[src/rtl/regfile_wb_arbiter_pkg.sv]
// Shared types and constants for the register-file writeback arbiter.
package regfile_wb_pkg;

    localparam int WB_ADDR_NBITS   = 5;
    localparam int WB_DATA_NBITS   = 32;
    localparam int WB_QUEUE_DEPTH  = 2;
    localparam int WB_STARVE_NBITS = 4;

    typedef struct packed {
        logic [WB_ADDR_NBITS-1:0] addr;
        logic [WB_DATA_NBITS-1:0] data;
    } wb_req_t;

endpackage

[src/rtl/regfile_wb_arbiter_if.sv]
// Producer / register-file bus of the writeback arbiter.
// Forwarding outputs exist only when REGFILE_WB_ARB_FWD_EN is defined.
interface regfile_wb_arbiter_if #(
    parameter int p_addr_nbits = 5,
    parameter int p_data_nbits = 32
);
    logic                    alu_val;
    logic                    alu_rdy;
    logic [p_addr_nbits-1:0] alu_waddr;
    logic [p_data_nbits-1:0] alu_wdata;
    logic                    lng_val;
    logic                    lng_rdy;
    logic [p_addr_nbits-1:0] lng_waddr;
    logic [p_data_nbits-1:0] lng_wdata;
    logic                    wr_en;
    logic [p_addr_nbits-1:0] wr_addr;
    logic [p_data_nbits-1:0] wr_data;
`ifdef REGFILE_WB_ARB_FWD_EN
    logic                    fwd_val;
    logic [p_addr_nbits-1:0] fwd_addr;
    logic [p_data_nbits-1:0] fwd_data;

    modport master (
        output alu_val, alu_waddr, alu_wdata, lng_val, lng_waddr, lng_wdata,
        input  alu_rdy, lng_rdy, wr_en, wr_addr, wr_data, fwd_val, fwd_addr, fwd_data
    );
    modport slave (
        input  alu_val, alu_waddr, alu_wdata, lng_val, lng_waddr, lng_wdata,
        output alu_rdy, lng_rdy, wr_en, wr_addr, wr_data, fwd_val, fwd_addr, fwd_data
    );
`else
    modport master (
        output alu_val, alu_waddr, alu_wdata, lng_val, lng_waddr, lng_wdata,
        input  alu_rdy, lng_rdy, wr_en, wr_addr, wr_data
    );
    modport slave (
        input  alu_val, alu_waddr, alu_wdata, lng_val, lng_waddr, lng_wdata,
        output alu_rdy, lng_rdy, wr_en, wr_addr, wr_data
    );
`endif
endinterface

[src/rtl/regfile_wb_queue.sv]
// Small FIFO holding long-latency writeback requests; storage is not reset.
module regfile_wb_queue
    import regfile_wb_pkg::*;
#(
    parameter type T = wb_req_t
)(
    input  logic clk,
    input  logic reset,
    input  logic enq_i,
    input  T     enq_data_i,
    input  logic deq_i,
    output T     head_o,
    output logic full_o,
    output logic empty_o
);
    localparam int PTR_NBITS = $clog2(WB_QUEUE_DEPTH);
    localparam int CNT_NBITS = $clog2(WB_QUEUE_DEPTH + 1);

    T                     mem_q [WB_QUEUE_DEPTH];
    logic [PTR_NBITS-1:0] head_q, tail_q;
    logic [CNT_NBITS-1:0] count_q;
    logic                 enq_ok, deq_ok;

    assign full_o  = (count_q == CNT_NBITS'(WB_QUEUE_DEPTH));
    assign empty_o = (count_q == '0);
    assign enq_ok  = enq_i && !full_o;
    assign deq_ok  = deq_i && !empty_o;
    assign head_o  = mem_q[head_q];

    // Pointers wrap naturally because the depth is a power of two.
    always_ff @(posedge clk or negedge reset) begin
        if (!reset) begin
            head_q  <= '0;
            tail_q  <= '0;
            count_q <= '0;
        end else begin
            if (enq_ok) tail_q <= tail_q + PTR_NBITS'(1);
            if (deq_ok) head_q <= head_q + PTR_NBITS'(1);
            if (enq_ok && !deq_ok)      count_q <= count_q + CNT_NBITS'(1);
            else if (deq_ok && !enq_ok) count_q <= count_q - CNT_NBITS'(1);
        end
    end

    always_ff @(posedge clk) begin
        if (enq_ok) mem_q[tail_q] <= enq_data_i;
    end

endmodule

[src/rtl/regfile_wb_arbiter.sv]
// Writeback arbiter: ALU path wins, long path is queued and protected by a
// starvation counter. REGFILE_WB_ARB_FWD_EN adds combinational bypass outputs.
module regfile_wb_arbiter
    import regfile_wb_pkg::*;
#(
    parameter int p_data_nbits   = WB_DATA_NBITS,
    parameter int p_addr_nbits   = WB_ADDR_NBITS,
    parameter int p_starve_limit = 4
)(
    input logic                 clk,
    input logic                 reset,
    regfile_wb_arbiter_if.slave bus
);
    typedef struct packed {
        logic [p_addr_nbits-1:0] addr;
        logic [p_data_nbits-1:0] data;
    } req_t;

    localparam logic [WB_STARVE_NBITS-1:0] STARVE_LAST = WB_STARVE_NBITS'(p_starve_limit - 1);

    req_t alu_req, lng_req, head, gnt_req;
    logic q_full, q_empty;
    logic alu_gnt, q_gnt, gnt;

    logic                       force_q, force_d;
    logic [WB_STARVE_NBITS-1:0] starve_q, starve_d;
    logic                       wr_en_q, wr_en_d;
    logic [p_addr_nbits-1:0]    wr_addr_q, wr_addr_d;
    logic [p_data_nbits-1:0]    wr_data_q, wr_data_d;

    assign alu_req = '{addr: bus.alu_waddr, data: bus.alu_wdata};
    assign lng_req = '{addr: bus.lng_waddr, data: bus.lng_wdata};

    regfile_wb_queue #(.T(req_t)) u_queue (
        .clk        (clk),
        .reset      (reset),
        .enq_i      (bus.lng_val),
        .enq_data_i (lng_req),
        .deq_i      (q_gnt),
        .head_o     (head),
        .full_o     (q_full),
        .empty_o    (q_empty)
    );

    // Ready signals depend on registered state only.
    assign bus.alu_rdy = !force_q;
    assign bus.lng_rdy = !q_full;

    always_comb begin
        alu_gnt   = bus.alu_val && !force_q;
        q_gnt     = !alu_gnt && !q_empty;
        gnt       = alu_gnt || q_gnt;
        gnt_req   = alu_gnt ? alu_req : head;
        wr_en_d   = gnt && (gnt_req.addr != '0);
        wr_addr_d = gnt ? gnt_req.addr : wr_addr_q;
        wr_data_d = gnt ? gnt_req.data : wr_data_q;
        starve_d  = starve_q;
        force_d   = force_q;
        if (q_gnt || q_empty) begin
            starve_d = '0;
            force_d  = 1'b0;
        end else if (alu_gnt) begin
            starve_d = starve_q + WB_STARVE_NBITS'(1);
            if (starve_q == STARVE_LAST) force_d = 1'b1;
        end
    end

    always_ff @(posedge clk or negedge reset) begin
        if (!reset) begin
            force_q   <= 1'b0;
            starve_q  <= '0;
            wr_en_q   <= 1'b0;
            wr_addr_q <= '0;
            wr_data_q <= '0;
        end else begin
            force_q   <= force_d;
            starve_q  <= starve_d;
            wr_en_q   <= wr_en_d;
            wr_addr_q <= wr_addr_d;
            wr_data_q <= wr_data_d;
        end
    end

    assign bus.wr_en   = wr_en_q;
    assign bus.wr_addr = wr_addr_q;
    assign bus.wr_data = wr_data_q;

`ifdef REGFILE_WB_ARB_FWD_EN
    // Bypass copy of this cycle's grant, forced quiet while reset is held.
    assign bus.fwd_val  = reset && wr_en_d;
    assign bus.fwd_addr = reset ? gnt_req.addr : '0;
    assign bus.fwd_data = reset ? gnt_req.data : '0;
`endif

endmodule
[src/flat_wrapper.sv]
// flat-port wrapper written by rule: the top's interface ports become plain ports
module regfile_wb_arbiter_flat import regfile_wb_pkg::*;
#(
    parameter int p_data_nbits   = WB_DATA_NBITS,
    parameter int p_addr_nbits   = WB_ADDR_NBITS,
    parameter int p_starve_limit = 4
)
  (clk, reset, bus_alu_val, bus_alu_waddr, bus_alu_wdata, bus_lng_val, bus_lng_waddr, bus_lng_wdata, bus_alu_rdy, bus_lng_rdy, bus_wr_en, bus_wr_addr, bus_wr_data);
  regfile_wb_arbiter_if #(.p_addr_nbits(p_addr_nbits), .p_data_nbits(p_data_nbits)) bus_i ();
  input logic clk;
  input logic reset;
  input wire logic [$bits(bus_i.alu_val)-1:0] bus_alu_val;
  input wire logic [$bits(bus_i.alu_waddr)-1:0] bus_alu_waddr;
  input wire logic [$bits(bus_i.alu_wdata)-1:0] bus_alu_wdata;
  input wire logic [$bits(bus_i.lng_val)-1:0] bus_lng_val;
  input wire logic [$bits(bus_i.lng_waddr)-1:0] bus_lng_waddr;
  input wire logic [$bits(bus_i.lng_wdata)-1:0] bus_lng_wdata;
  output wire logic [$bits(bus_i.alu_rdy)-1:0] bus_alu_rdy;
  output wire logic [$bits(bus_i.lng_rdy)-1:0] bus_lng_rdy;
  output wire logic [$bits(bus_i.wr_en)-1:0] bus_wr_en;
  output wire logic [$bits(bus_i.wr_addr)-1:0] bus_wr_addr;
  output wire logic [$bits(bus_i.wr_data)-1:0] bus_wr_data;
  assign bus_i.alu_val = bus_alu_val;
  assign bus_i.alu_waddr = bus_alu_waddr;
  assign bus_i.alu_wdata = bus_alu_wdata;
  assign bus_i.lng_val = bus_lng_val;
  assign bus_i.lng_waddr = bus_lng_waddr;
  assign bus_i.lng_wdata = bus_lng_wdata;
  assign bus_alu_rdy = bus_i.alu_rdy;
  assign bus_lng_rdy = bus_i.lng_rdy;
  assign bus_wr_en = bus_i.wr_en;
  assign bus_wr_addr = bus_i.wr_addr;
  assign bus_wr_data = bus_i.wr_data;
  regfile_wb_arbiter #(.p_data_nbits(p_data_nbits), .p_addr_nbits(p_addr_nbits), .p_starve_limit(p_starve_limit)) u_core (.clk(clk), .reset(reset), .bus(bus_i));
endmodule
[config.mk]
export PLATFORM = sky130hd
export DESIGN_NAME = regfile_wb_arbiter_flat
export DESIGN_NICKNAME = d
export VERILOG_FILES = /design/src/rtl/regfile_wb_arbiter_pkg.sv /design/src/rtl/regfile_wb_arbiter_if.sv /design/src/rtl/regfile_wb_queue.sv /design/src/rtl/regfile_wb_arbiter.sv /design/src/flat_wrapper.sv
export SDC_FILE = /design/constraint.sdc
export NUM_CORES = 1
export LEC_CHECK = 0
export BUFFER_PORTS_ARGS = -buffer_cell sky130_fd_sc_hd__buf_2
export CAP_MARGIN = 25
export CORE_ASPECT_RATIO = 0.75
export CORE_MARGIN = 2
export CORE_UTILIZATION = 40
export DETAILED_ROUTE_END_ITERATION = 16
export PLACE_DENSITY_LB_ADDON = 0.15
export SYNTH_ARGS = -nofsm -noshare
export SYNTH_HDL_FRONTEND = slang
export SYNTH_SLANG_ARGS = --single-unit
[constraint.sdc]
create_clock -name clk -period 2.8 [get_ports clk]
set_input_delay 0.28 -clock clk [delete_from_list [all_inputs] [get_ports clk]]
set_output_delay 0.28 -clock clk [all_outputs]
set_load 0.005 [all_outputs]
==> out/results.tsv, run 1 <==
metric	value	unit
timing.critical_path.to_type	flop	
r2r_cells	3	
avgSynthCellArea	13.5	µm²
slew_viol_final	0	
worstSkewPairLatency	0.41	ns
status	finished clean	
route.detailed.drc	0	
p_clk_frac	0.346	
clock-root-buffer	clkbuf_16	
startpoint_type	flop	
max_clock_freq	550	MHz
regArea	3400	µm²
min_from	bus_lng_wdata[8]	
drt-vias-per-instance	4.67	
drt_wl_total	9720	µm
p_comb_frac	0.250	
areaGrowthSynthToFinish	29.8	%
whs_endpoint	u_core.u_queue.mem_q[0][8]$_DFFE_PP_	
place_hpwl	6580	µm
cap_viol_max_count	0	
reg2reg_to	u_core.u_queue.mem_q[1][20]$_DFFE_PP_	
cts_sinks	121	
r2r_slack	0.98	ns
drt-initial-drc-count	174	
power.leakage	0.00267	µW
antenna_found_initial	1	
cts_tree	yes	
post-place-ws	0.952	ns
ys.flop_type	edfxtp_1	
synthesis.area	4750	µm²
syn-num-nets	432	
portBuffers	117	
fill_cells	1025	
cp_max_fo	20	
multi_input_area	1250	µm²
min_delay_path_depth	1	
power.density_cell_area	1070	nW/µm²
min-delay-path-class	input port to flop	
fin_skew	0.00941	ns
ir_drop	538	µV
grt_pass1_wl	15100	µm
ys_seq_area_frac	0.715	
grt_remaining_overflow	0	
start_util	0.409	
post_cts_buffers	0	
cp.required	2.88	ns
seq_power_share	0.404	
ys_types	26	
cts_hold_buf	1	
switching_share	0.292	
async_reset_ff_frac	0.388	
first_pass_iters	4	
layout_commonest_cell	buf_2	
grt_util_all_layers	0.160	
chipWidth	130	µm
synth_edf_count	74	
ioPinCount	118	
yosysWarnings	0	
drive_above_1_share	0.339	
grt_setup_unrepaired	false	
path_class	flop to flop	
cts_resized	0	
n_antenna_cell	0	
place.gp.congestion	0.705	
timing.final.crit_share	0.649	
setup_tns	0	ns
dieHeight	98.4	µm
routed-via-count	3058	
power_switching	1930	µW
setup_slack	0.983	ns
r2r_start	u_core.u_queue.count_q[0]$_DFFE_PN0P_	
num-nets-final	560	
ant_nets	0	
core_area	11600	µm²
cts_buffer_depth	2	
cts_buffers	17	
final_hold_viol_count	0	
std_cell_rows	34	
ys_seq_elements	121	
fin_crit	1.82	ns
synth_cells	352	
grt_pass1_vias	3019	
relSlewSlack	0.567	
final_cell_mix	buf_2, edfxtp_1, dfrtp_1, nand2_1, nor2_1	
finalSetupViolations	0	
grt_max_degree	35	
die_area	12800	µm²
worstPathArrival	1.90	ns
worst_pin_slew	0.647	ns
wl_per_cell	14.8	µm
clk_pin_slew	0.06	ns
cts-htree-levels	4	
p_int	4680	µW
synth_stat cells (all sizes together) (2+ instances only):
cell type   n  area, µm²
o21ai      37        185
xnor2       4       35.0
nand2      39        146
mux2        3       41.3
nor2       41        156
edfxtp     74       2220
buf        15        105
clkbuf      4       15.0
xor2        3       26.3
a21oi      34        170
nand2b      2       12.5
inv         2       7.51
mux2i      37        370
and3        3       18.8
ha          2       25.0
dfrtp      47       1180
registers in the layout, summed over array words and instances, names as in the netlist, 2 cells and up:
register                flops
u_core.bus.wr_data         32
u_core.starve_q             4
u_core.u_queue.count_q      2
u_core.bus.wr_addr          5
u_core.u_queue.mem_q       74
critical path, stage by stage, from the launching register on:
cell and delay [ns]:
dfrtp_1 0.45, nand2b_1 0.17, and3_2 0.48, buf_4 0.38
layout make-up:
class                      instances  share of cell area
tap                              162              0.0329
inverter                           2             0.00122
timing repair buffer             128               0.111
clock inverter                    12              0.0280
clock buffer                      20              0.0740
multi-input combinational        210               0.202
sequential                       121               0.551
through the flow:
| step | area (µm²) | hold slack [ns] | util | total power [µW] | std cells |
|---|---|---|---|---|---|
| after floorplan | 4750 | -0.0156 | - | 3800 | 352 |
| after global placement | 5530 | 0.294 | 0.476 | 4350 | 622 |
| after detailed placement | 5530 | 0.305 | 0.476 | 4390 | 622 |
| after CTS | 6170 | 0.0397 | 0.531 | 6710 | 655 |
| after global routing | 6170 | 0.0496 | 0.531 | 7000 | 655 |
| final | 6170 | 0.0578 | 0.531 | 6610 | 655 |
cells by family after synthesis:
| kind of cell | count (synthesis) | synth area share |
|---|---|---|
| xor+xnor | 7 | 0.0129 |
| fa+ha+maj | 2 | 0.00526 |
| simple gates | 89 | 0.0776 |
| compound gates | 72 | 0.0761 |
| buf+inv | 21 | 0.0268 |
| flops | 121 | 0.715 |
| mux | 40 | 0.0866 |
how the worst max path moves through the flow:
stage                                            endpoint  slack, ns                                   from
finish              u_core.u_queue.mem_q[1][20]$_DFFE_PP_       0.98  u_core.u_queue.count_q[0]$_DFFE_PN0P_
global route        u_core.u_queue.mem_q[1][21]$_DFFE_PP_       0.86  u_core.u_queue.count_q[0]$_DFFE_PN0P_
CTS                 u_core.u_queue.mem_q[1][20]$_DFFE_PP_       0.95  u_core.u_queue.count_q[0]$_DFFE_PN0P_
detailed placement  u_core.u_queue.mem_q[1][32]$_DFFE_PP_       0.95  u_core.u_queue.count_q[0]$_DFFE_PN0P_
global placement    u_core.u_queue.mem_q[1][34]$_DFFE_PP_       0.98  u_core.u_queue.count_q[0]$_DFFE_PN0P_
floorplan            u_core.u_queue.mem_q[0][0]$_DFFE_PP_       0.12  u_core.u_queue.count_q[0]$_DFFE_PN0P_
power groups by stage:
stage / clock network [µW] / logic, µW / registers (µW)
after floorplan: 0 / 1140 / 2660
after global placement: 0 / 1660 / 2690
after detailed placement: 0 / 1680 / 2710
after CTS: 2340 / 1690 / 2680
after global routing: 2400 / 1870 / 2730
final: 2290 / 1660 / 2670
per-layer routing:
metal  wire, µm  global-route usage
met4        172              0.0695
met2       4200               0.229
met3        635              0.0537
met1       4700               0.223
met5          0                   0
Note: power is estimated with default switching activity, not from simulation.
==> run 2, diff against run 1 <==
clock period = 1.77 ns   (was 2.8 ns; I/O delays follow)
==> run 2 against run 1 <==
Non-clock buffer count increased by 72. Register-to-register slack got worse by 0.80 ns. Sequential power is 57% higher. Clock power increased by 34%. Worst setup slack worse by 0.80 ns. Hold slack got worse by 0.026 ns. Design area is 11% higher. Core utilization grew 5.9 points. Cell count grew 11%. First-iteration DRC count fell by 32%. Die area unchanged. Clock skew is 0.0032 ns lower. Highest routed layer unchanged.
==> out/results.tsv, run 2 (synthesis gave the netlist of run 1 again) <==
metric	value	unit	change
grt_max_degree	35		unchanged
max_clock_freq	628	MHz	was 550 MHz
final_cell_mix	buf_2, edfxtp_1, dlygate4sd3_1, dfrtp_1, nor2_1		was buf_2, edfxtp_1, dfrtp_1, nand2_1, nor2_1
switching_share	0.296		was 0.292
cap_viol_max_count	0		unchanged
p_comb_frac	0.288		was 0.250
drt-initial-drc-count	118		was 174
antenna_found_initial	0		was 1
fin_skew	0.00622	ns	was 0.00941 ns
grt_util_all_layers	0.171		was 0.160
n_antenna_cell	0		unchanged
cp.required	2.08	ns	was 2.88 ns
r2r_cells	7		was 3
dieHeight	98.4	µm	unchanged
path_class	flop to flop		unchanged
drt_wl_total	10200	µm	was 9720 µm
p_clk_frac	0.301		was 0.346
layout_commonest_cell	buf_2		unchanged
final_hold_viol_count	0		unchanged
worstPathArrival	1.91	ns	was 1.90 ns
cts-htree-levels	4		unchanged
start_util	0.409		unchanged
grt_remaining_overflow	0		unchanged
place_hpwl	6410	µm	was 6580 µm
finalSetupViolations	0		unchanged
cts_buffers	17		unchanged
power.leakage	0.00295	µW	was 0.00267 µW
chipWidth	130	µm	unchanged
clk_pin_slew	0.05	ns	was 0.06 ns
slew_viol_final	0		unchanged
final_util	0.590		was 0.531
clock-root-buffer	clkbuf_16		unchanged
cts_sinks	121		unchanged
power.density_cell_area	1490	nW/µm²	was 1070 nW/µm²
die_area	12800	µm²	unchanged
post_cts_buffers	0		unchanged
num-nets-final	632		was 560
grt_pass1_wl	16600	µm	was 15100 µm
setup_tns	0	ns	unchanged
worst_pin_slew	0.637	ns	was 0.647 ns
largest_register_ffs	74		unchanged
drive_above_1_share	0.292		was 0.339
timing.final.crit_share	0.899		was 0.649
ant_nets	0		unchanged
place.gp.congestion	0.727		was 0.705
wl_per_cell	14.1	µm	was 14.8 µm
p_int	7180	µW	was 4680 µW
ioPinCount	118		unchanged
ir_drop	782	µV	was 538 µV
std_cell_rows	34		unchanged
status	finished clean		unchanged
cp_max_fo	5		was 20
fin_crit	1.59	ns	was 1.82 ns
portBuffers	117		unchanged
relSlewSlack	0.575		was 0.567
timing.critical_path.to_type	flop		unchanged
min_delay_path_depth	3		was 1
regMostFlops	u_core.u_queue.mem_q		unchanged
first_pass_iters	4		unchanged
areaGrowthSynthToFinish	44.1	%	was 29.8%
startpoint_type	flop		unchanged
grt_setup_unrepaired	false		unchanged
grt_pass1_vias	3350		was 3019
worstSkewPairLatency	0.40	ns	was 0.41 ns
min-delay-path-class	input port to flop		unchanged
drt-vias-per-instance	4.56		was 4.67
route.detailed.drc	0		unchanged
routed-via-count	3317		was 3058
core_area	11600	µm²	unchanged
power_switching	3010	µW	was 1930 µW
cts_tree	yes		unchanged
seq_power_share	0.411		was 0.404
cts_buffer_depth	2		unchanged
run 2: cell count changes in the layout (fill, tap and decap cells not counted), sizes merged:
cell and change:
buf +4, clkinv -3, bufinv -4, clkinvlp -2, dlygate4sd3 +68, clkbuf +9
run 2: through the flow:
step	setup WS, ns	hold WS (ns)	total power (µW)	instances	cell area, µm²
6_report	0.178	0.0322	10200	727	6850
5_1_grt	0.0496	0.0650	10800	727	6850
4_1_cts	0.156	0.0133	10300	727	6850
3_5_place_dp	0.188	0.233	7080	626	5620
3_3_place_gp	0.246	0.220	7030	626	5620
2_1_floorplan	0.0940	-0.119	6010	352	4760
run 2: layout make-up:
| cell class | count | area [µm²] |
|---|---|---|
| repair buffers | 200 | 1460 |
| well taps | 162 | 203 |
| flip-flops and latches | 121 | 3400 |
| multi-input cells | 210 | 1250 |
| inverters | 2 | 7.51 |
| clock buffers | 29 | 520 |
| fillers | 962 | 4760 |
| clock inverters | 3 | 13.8 |
run 2: critical path, cell delays in order, from the launching register on:
cell	delay (ns)
dfrtp_1	0.45
nand2b_1	0.22
nand2_2	0.14
inv_1	0.07
ha_1	0.21
xor2_1	0.15
nor2_1	0.13
xor2_1	0.15
run 2: worst paths after layout:
check,startpoint,slack (ns),end
hold reg to reg,u_core.bus.wr_addr[0]$_DFFE_PN0P_,0.47,u_core.bus.wr_addr[0]$_DFFE_PN0P_
hold / removal,bus_alu_wdata[9],0.03,u_core.bus.wr_data[9]$_DFFE_PN0P_
setup reg to reg,u_core.u_queue.count_q[0]$_DFFE_PN0P_,0.18,u_core.u_queue.count_q[1]$_DFFE_PN0P_
setup / recovery,u_core.u_queue.count_q[0]$_DFFE_PN0P_,0.18,u_core.u_queue.count_q[1]$_DFFE_PN0P_
min in group asynchronous,reset,0.34,u_core.bus.wr_data[22]$_DFFE_PN0P_
max in group asynchronous,reset,0.85,u_core.bus.wr_data[27]$_DFFE_PN0P_
run 2: power by group through the flow:
| stage | clock [µW] | sequential, µW | combinational [µW] |
|---|---|---|---|
| floorplan | 0 | 4200 | 1820 |
| global route | 3270 | 4270 | 3300 |
| global placement | 0 | 4190 | 2840 |
| finish | 3070 | 4190 | 2930 |
| CTS | 3140 | 4190 | 2990 |
| detailed placement | 0 | 4230 | 2850 |
run 2: timing repair:
item | 4_1_cts | 5_1_grt
resized for setup | 0 | 1
hold buffers | 69 | 0
hold endpoints to repair | 129 | 0
endpoints found under the setup margin | 0 | 1
run 2: layer usage:
metal / wire [µm] / vias to the layer above / part of all wire / track usage
met5: 0 / - / 0 / 0
met4: 75 / 0 / 0.0073 / 0.0670
met3: 412 / 7 / 0.040 / 0.0418
met2: 4920 / 85 / 0.48 / 0.272
met1: 4810 / 1572 / 0.47 / 0.228
li1: - / 1653 / - / -
